$ cat config.mk
export PLATFORM = sky130hd
export DESIGN_NAME = stream_demux_n
export DESIGN_NICKNAME = d
export VERILOG_FILES = /design/src/rtl/stream_demux_n.sv
export SDC_FILE = /design/constraint.sdc
export NUM_CORES = 1
export LEC_CHECK = 0
export CORE_ASPECT_RATIO = 1.1
export CORE_UTILIZATION = 31
export CTS_BUF_LIST = sky130_fd_sc_hd__clkbuf_8
export DETAILED_ROUTE_END_ITERATION = 7
export GPL_ROUTABILITY_DRIVEN = 0
export MAX_ROUTING_LAYER = met4
export SLEW_MARGIN = 10
export SYNTH_ARGS = -nofsm -noshare
export SYNTH_HDL_FRONTEND = slang
export SYNTH_SLANG_ARGS = --single-unit
$ cat constraint.sdc
create_clock -name clk -period 4.7 [get_ports clk]
set_input_delay 0.94 -clock clk [delete_from_list [all_inputs] [get_ports clk]]
set_output_delay 0.94 -clock clk [all_outputs]
set_load 0.005 [all_outputs]
$ cat src/rtl/stream_demux_n.sv
// Registered 1-to-N packet demultiplexer with valid/ready flow control.
// The destination is locked on a packet's first beat; out-of-range packets are dropped and counted.
module stream_demux_n #(
  parameter int N_CH  = 4,
  parameter int DW    = 8,
  parameter int SEL_W = 2
) (
  input  logic              clk,
  input  logic              rst_n,
  input  logic              s_valid,
  output logic              s_ready,
  input  logic [DW-1:0]     s_data,
  input  logic              s_last,
  input  logic [SEL_W-1:0]  s_sel,
  output logic [N_CH-1:0]   m_valid,
  input  logic [N_CH-1:0]   m_ready,
  output logic [N_CH*DW-1:0] m_data,
  output logic [N_CH-1:0]   m_last,
  output logic              busy,
  output logic [SEL_W-1:0]  cur_ch,
  output logic [7:0]        drop_cnt
);

  typedef enum logic [1:0] {IDLE, PASS, DROP} state_t;

  state_t           state;
  logic [SEL_W-1:0] tgt;
  logic             in_range;
  logic             tgt_free;
  logic             pass_beat;
  logic             accept;
  logic [N_CH-1:0]  load;

  // Once a packet is open the locked channel is the target, otherwise s_sel is.
  assign tgt      = (state == PASS) ? cur_ch : s_sel;
  assign in_range = (32'(s_sel) < N_CH);

  always_comb begin
    tgt_free = 1'b0;
    for (int k = 0; k < N_CH; k++) begin
      if (tgt == SEL_W'(k)) begin
        tgt_free = !m_valid[k] || m_ready[k];
      end
    end
  end

  always_comb begin
    s_ready = 1'b1;
    case (state)
      IDLE:    s_ready = in_range ? tgt_free : 1'b1;
      PASS:    s_ready = tgt_free;
      DROP:    s_ready = 1'b1;
      default: s_ready = 1'b1;
    endcase
  end

  assign pass_beat = (state == PASS) || ((state == IDLE) && in_range);
  assign accept    = s_valid && s_ready;

  always_comb begin
    load = '0;
    for (int k = 0; k < N_CH; k++) begin
      load[k] = accept && pass_beat && (tgt == SEL_W'(k));
    end
  end

  // A load wins over a drain in the same cycle so the channel never bubbles.
  always_ff @(posedge clk) begin
    if (!rst_n) begin
      state    <= IDLE;
      m_valid  <= '0;
      m_data   <= '0;
      m_last   <= '0;
      busy     <= 1'b0;
      cur_ch   <= '0;
      drop_cnt <= '0;
    end else begin
      for (int k = 0; k < N_CH; k++) begin
        if (load[k]) begin
          m_valid[k]           <= 1'b1;
          m_data[k*DW +: DW]   <= s_data;
          m_last[k]            <= s_last;
        end else if (m_ready[k]) begin
          m_valid[k] <= 1'b0;
        end
      end

      if (accept) begin
        case (state)
          IDLE: begin
            if (in_range) begin
              if (!s_last) begin
                state  <= PASS;
                cur_ch <= s_sel;
                busy   <= 1'b1;
              end
            end else begin
              if (drop_cnt != 8'hFF) begin
                drop_cnt <= drop_cnt + 8'd1;
              end
              if (!s_last) begin
                state <= DROP;
                busy  <= 1'b1;
              end
            end
          end
          PASS: begin
            if (s_last) begin
              state  <= IDLE;
              cur_ch <= '0;
              busy   <= 1'b0;
            end
          end
          DROP: begin
            if (s_last) begin
              state <= IDLE;
              busy  <= 1'b0;
            end
          end
          default: begin
            state  <= IDLE;
            cur_ch <= '0;
            busy   <= 1'b0;
          end
        endcase
      end
    end
  end

endmodule

# --- Yosys cells after proc, flatten, opt, wreduce, memory -nomap -nowiden ---
# Index checks and enable logic that the tools add are counted.
# W data, S select, Z words.
word_totals:
  reg_bits: 45
  in_bits: 18
  word_cells: 71
classes:
  eq_ne: 8
  muxes: 22
  n_bitwise: 1
  n_reduce_logical: 25
ops:
  columns: ["operator", "n"]
  rows:
  - ["$mux W1", 15]
  - ["$mux W2", 4]
  - ["$reduce_bool A2 Y1", 4]
  - ["$eq A2 B2 Y1 const B", 3]
  - ["$logic_and A1 B1 Y1", 6]
  - ["$pmux W2 S3", 1]
  - ["$logic_or A1 B1 Y1", 5]
  - ["$eq A2 B1 Y1 const B", 2]
  - ["$logic_not A1 Y1", 4]
  - ["$logic_not A2 Y1", 2]
  - ["$ne A2 B2 Y1 const B", 2]
  - ["$pmux W2 S2", 1]
  - ["$reduce_and A4 Y1", 1]
  - ["$reduce_or A2 Y1", 2]
  - ["$reduce_and A3 Y1", 1]
  - ["$ne A2 B1 Y1 const B", 1]
  - ["$pmux W1 S2", 1]
  - ["$not A1 Y1", 1]

# --- Logic depth before layout (Yosys ltp) ---
logic_depth:
  ltp_word: 12
  ltp_mapped: 6
  depth_no_buf: 5

# --- Least setup slack after synthesis ---
# OpenSTA, ideal clock, no wires.
synth_path:
  path_kind: "input-to-output"
  from: "input port s_sel[0]"
  to: "output port s_ready"
  t_arrival_ns: 1.549
  t_required_ns: 3.760
  path_slack_ns: 2.211
  cell_stages: 3
  path_cell_list: "mux2_4 > mux2i_1 > mux2i_1"
synth_between:
  elab_chain_cells: 7
  word_cells_on_any_way: 10
  classes_between: "3 x eq/ne; 6 x mux; 1 x reduce/logical"
synth_rtl:
  columns: ["item", "line", "text"]
  rows:
  - ["start: declaration", "14", "input logic [SEL_W-1:0] s_sel,"]
  - ["$mux W2 (*)", "35", "assign tgt = (state == PASS) ? cur_ch : s_sel;"]
  - ["$logic_not A2 Y1", "41", "if (tgt == SEL_W'(k)) begin"]
  - ["$mux W1 (3 in series)", "41", null]
  - ["$mux W1 (*)", "41", null]
  - ["$mux W1 (*)", "49", "case (state)"]
  - ["end: declaration", "11", "output logic s_ready,"]
# Mark *: on every way between the ends. The rest lies on a longest branch, timed or not.

# --- Final worst setup path ---
# Same ends and word-level chain as after synthesis.

==> impl_metrics.csv <==
group,metric,value,unit
setup_path,endpoint_kind,"primary output",
sta,period_share,73.8,%
setup_path,crit_family,"buffers and inverters",
sta,max_freq,288,MHz
clock_network,cts_buffers,5,
yosys,postSynthAreaPerCell,10.9,um2
floorplanning,num_rows,28,
layout,syn2layout_area_growth,40.1,%
floorplanning,io-pin-count,70,
setup_path,cp-start-kind,"input port",
setup_path,crit_required,3760,ps
floorplanning,start_util,33.0,%
setup_path,path_max_fanout,4,
clock_network,cts.sinks,43,
clock_network,cts_tree,"yes",
power_and_ir_drop,switching_share,22.9,%
detailed_routing,first_pass_iters,3,
global_routing,grt_max_degree,46,
layout,final_layout_size_suffix_gt1_share,7.08,%
clock_network,cts.clk_slew.worst_paths,80,ps
clock_network,post_cts_buffers,0,
placement,dp_hpwl,2580,um
clock_network,clock_latency,290,ps
sta,min_period,3470,ps
setup_path,crit_type,"in -> out",
power_and_ir_drop,p_per_area,322,mW/mm2
detailed_routing,drc_errors,0,
sta,setup_tns,0,ps
sta,finalSetupViolCount,0,
detailed_routing,wl,3890,um
layout,nFillCells,567,
placement,port_buffers,61,
setup_path,cpMostUsedCell,"clkdlybuf4s50_1",
sta,worst_pin_slew,839,ps
power_and_ir_drop,irDropWorstVdd,0.190,mV
flow_run,maxCapViolations,0,
power_and_ir_drop,internal_power,635,uW
setup_path,critPathSlowestCell,"clkdlybuf4s50_1",
outcome,status,"finished clean",
power_and_ir_drop,p_leak,0.00112,uW
global_routing,grt_usage,13.4,%
yosys,syn_inst,168,
layout,diodes,0,
power_and_ir_drop,p_sw,189,uW
power_and_ir_drop,p_comb_share,16.4,%
min_path,hold_class,"reg -> reg",
clock_network,cts_resized,0,
yosys,syn_area,0.00183,mm2
clock_network,clockBufferDepth,2,
detailed_routing,post_drt_wl_per_cell,12.9,um
yosys,synth_seq_area_share,47.1,%
global_routing,grt_pass1_vias,1209,
setup_path,cp.arrival,2530,ps
sta,fin_hold_ws,510,ps
yosys,synth_cell_types,22,
layout,multi_input_area,868,um2
floorplanning,die_w,75.2,um
sta,rsz0062_at_grt,"false",
sta,hold_viol_final,0,
setup_path,critical_path_buf_inv_count,2,
global_routing,grt-ovfl-total,0,
floorplanning,die_height,82.5,um
detailed_routing,drtIter0Drc,14,
sta,max-slew-margin-rel,43.9,%
power_and_ir_drop,power_frac_seq,47.9,%
power_and_ir_drop,p_clk_share,35.7,%
setup_path,cp_cell_sequence,"clkdlybuf4s50_1 > mux2_4 > mux2i_2 > mux2i_1 > clkdlybuf4s50_1",
yosys,ys_ff_latch,43,
global_routing,antenna_found_initial,0,
detailed_routing,ant_nets,0,
floorplanning,coreArea,0.00554,mm2
yosys,synth_warnings,0,
sta,slew_viol_final,0,
clock_network,cts_hold_buf,0,
detailed_routing,vias,1307,
setup_path,slowest_delay,520,ps
detailed_routing,viasPerCell,4.34,
clock_network,root_buffer,"clkbuf_8",
layout,seq_area,861,um2
layout,nNetsFinal,243,
clock_network,h-tree-depth,2,
floorplanning,dieArea,0.00620,mm2
global_routing,grt_pass1_wl,5800,um
sta,worst_clock_skew,3.10,ps
## final timing paths
path,start,to,slack (ps),depth (start not counted)
max,s_sel[0],s_ready,1230,5
min,cur_ch[0],cur_ch[0],510,2
max reg2reg,busy,m_data[1],2570,4
min reg2reg,cur_ch[0],cur_ch[0],510,2
## power by group through the flow
stage / clock network (uW) / registers [uW] / logic (uW)
3_3_place_gp: 0 / 403 / 136
6_report: 294 / 394 / 135
3_5_place_dp: 0 / 403 / 137
2_1_floorplan: 0 / 402 / 78.2
4_1_cts: 307 / 395 / 137
5_1_grt: 322 / 397 / 148
## tightest hold or removal path, delay by kind of cell, from the launching register on
family,cells,cell delay (ps)
compound gates,1,50
simple gates,1,80
flops,1,340
## registers in the layout, summed over array words and instances (netlist names)
register  cells
busy          1
cur_ch        2
m_data       32
m_last        4
m_valid       4
## cell type report
class / instances / area share [%]
Clock buffer: 6 / 3.23
Clock inverter: 2 / 1.37
Multi-Input combinational cell: 113 / 33.9
Sequential cell: 43 / 33.6
Tap cell: 75 / 3.67
Timing Repair Buffer: 62 / 24.2
## layer usage
layer	global-route usage, %	part of all wire, %	up-vias	wire length [um]
met3	5.83	7.3	2	283
met5	-	0	-	0
met1	16.8	47	605	1820
met2	19.5	46	42	1770
met4	3.89	0.39	0	15
li1	-	-	658	-
## cells by family (layout without fill, tap and decap cells)
| kind of cell | Yosys count | in the layout | share of synthesized area, % |
|---|---|---|---|
| and+or+nand+nor | 53 | 53 | 17.5 |
| AOI/OAI and AO/OA | 8 | 8 | 3.84 |
| buffers and inverters | 19 | 70 | 6.78 |
| xor gates and xnor gates | 1 | 1 | 0.480 |
| other | 1 | 8 | 0.205 |
| muxes | 43 | 43 | 24.1 |
| DFF | 43 | 43 | 47.1 |
## placed cells by master (no fill, tap or decap), types with 2 or more instances in the layout
master           netlist  routed
a21boi_0               4       4
clkbuf_8               0       6
clkdlybuf4s50_1        0      61
conb_1                 1       8
dfxtp_1               43      43
mux2i_1               40      40
nand2_1                5       5
nand2b_1               4       4
nand4_1                6       6
nor2b_1               36      36
o21ai_2                2       2
## through the flow
stage | power (uW) | setup WS (ps) | cell area, um2 | utilization (%) | cells
floorplan | 480 | 2210 | 1850 | - | 175
global placement | 539 | 1240 | 2440 | 44.1 | 293
detailed placement | 540 | 1230 | 2440 | 44.1 | 293
CTS | 840 | 1220 | 2560 | 46.2 | 301
global route | 868 | 1160 | 2560 | 46.2 | 301
finish | 824 | 1230 | 2560 | 46.2 | 301
## cell usage after synthesis
master    count  area (um2)
o22ai_2       1        12.5
a21boi_0      4        30.0
xnor2_1       1        8.76
mux2_4        1        15.0
nand4_1       6        37.5
dfxtp_1      43         861
clkbuf_1      3        11.3
buf_6         1        11.3
nand2_1       5        18.8
buf_4        11        82.6
nor2b_1      36         225
mux2i_2       1        13.8
o21ai_2       2        17.5
mux2i_1      40         400
mux2_2        1        11.3
conb_1        1        3.75
nand2b_1      4        25.0
nor2_1        1        3.75
o211a_1       1        10.0
buf_2         3        15.0
buf_1         1        3.75
and2_4        1        8.76
No activity file was read; power rests on OpenSTA's default activity.
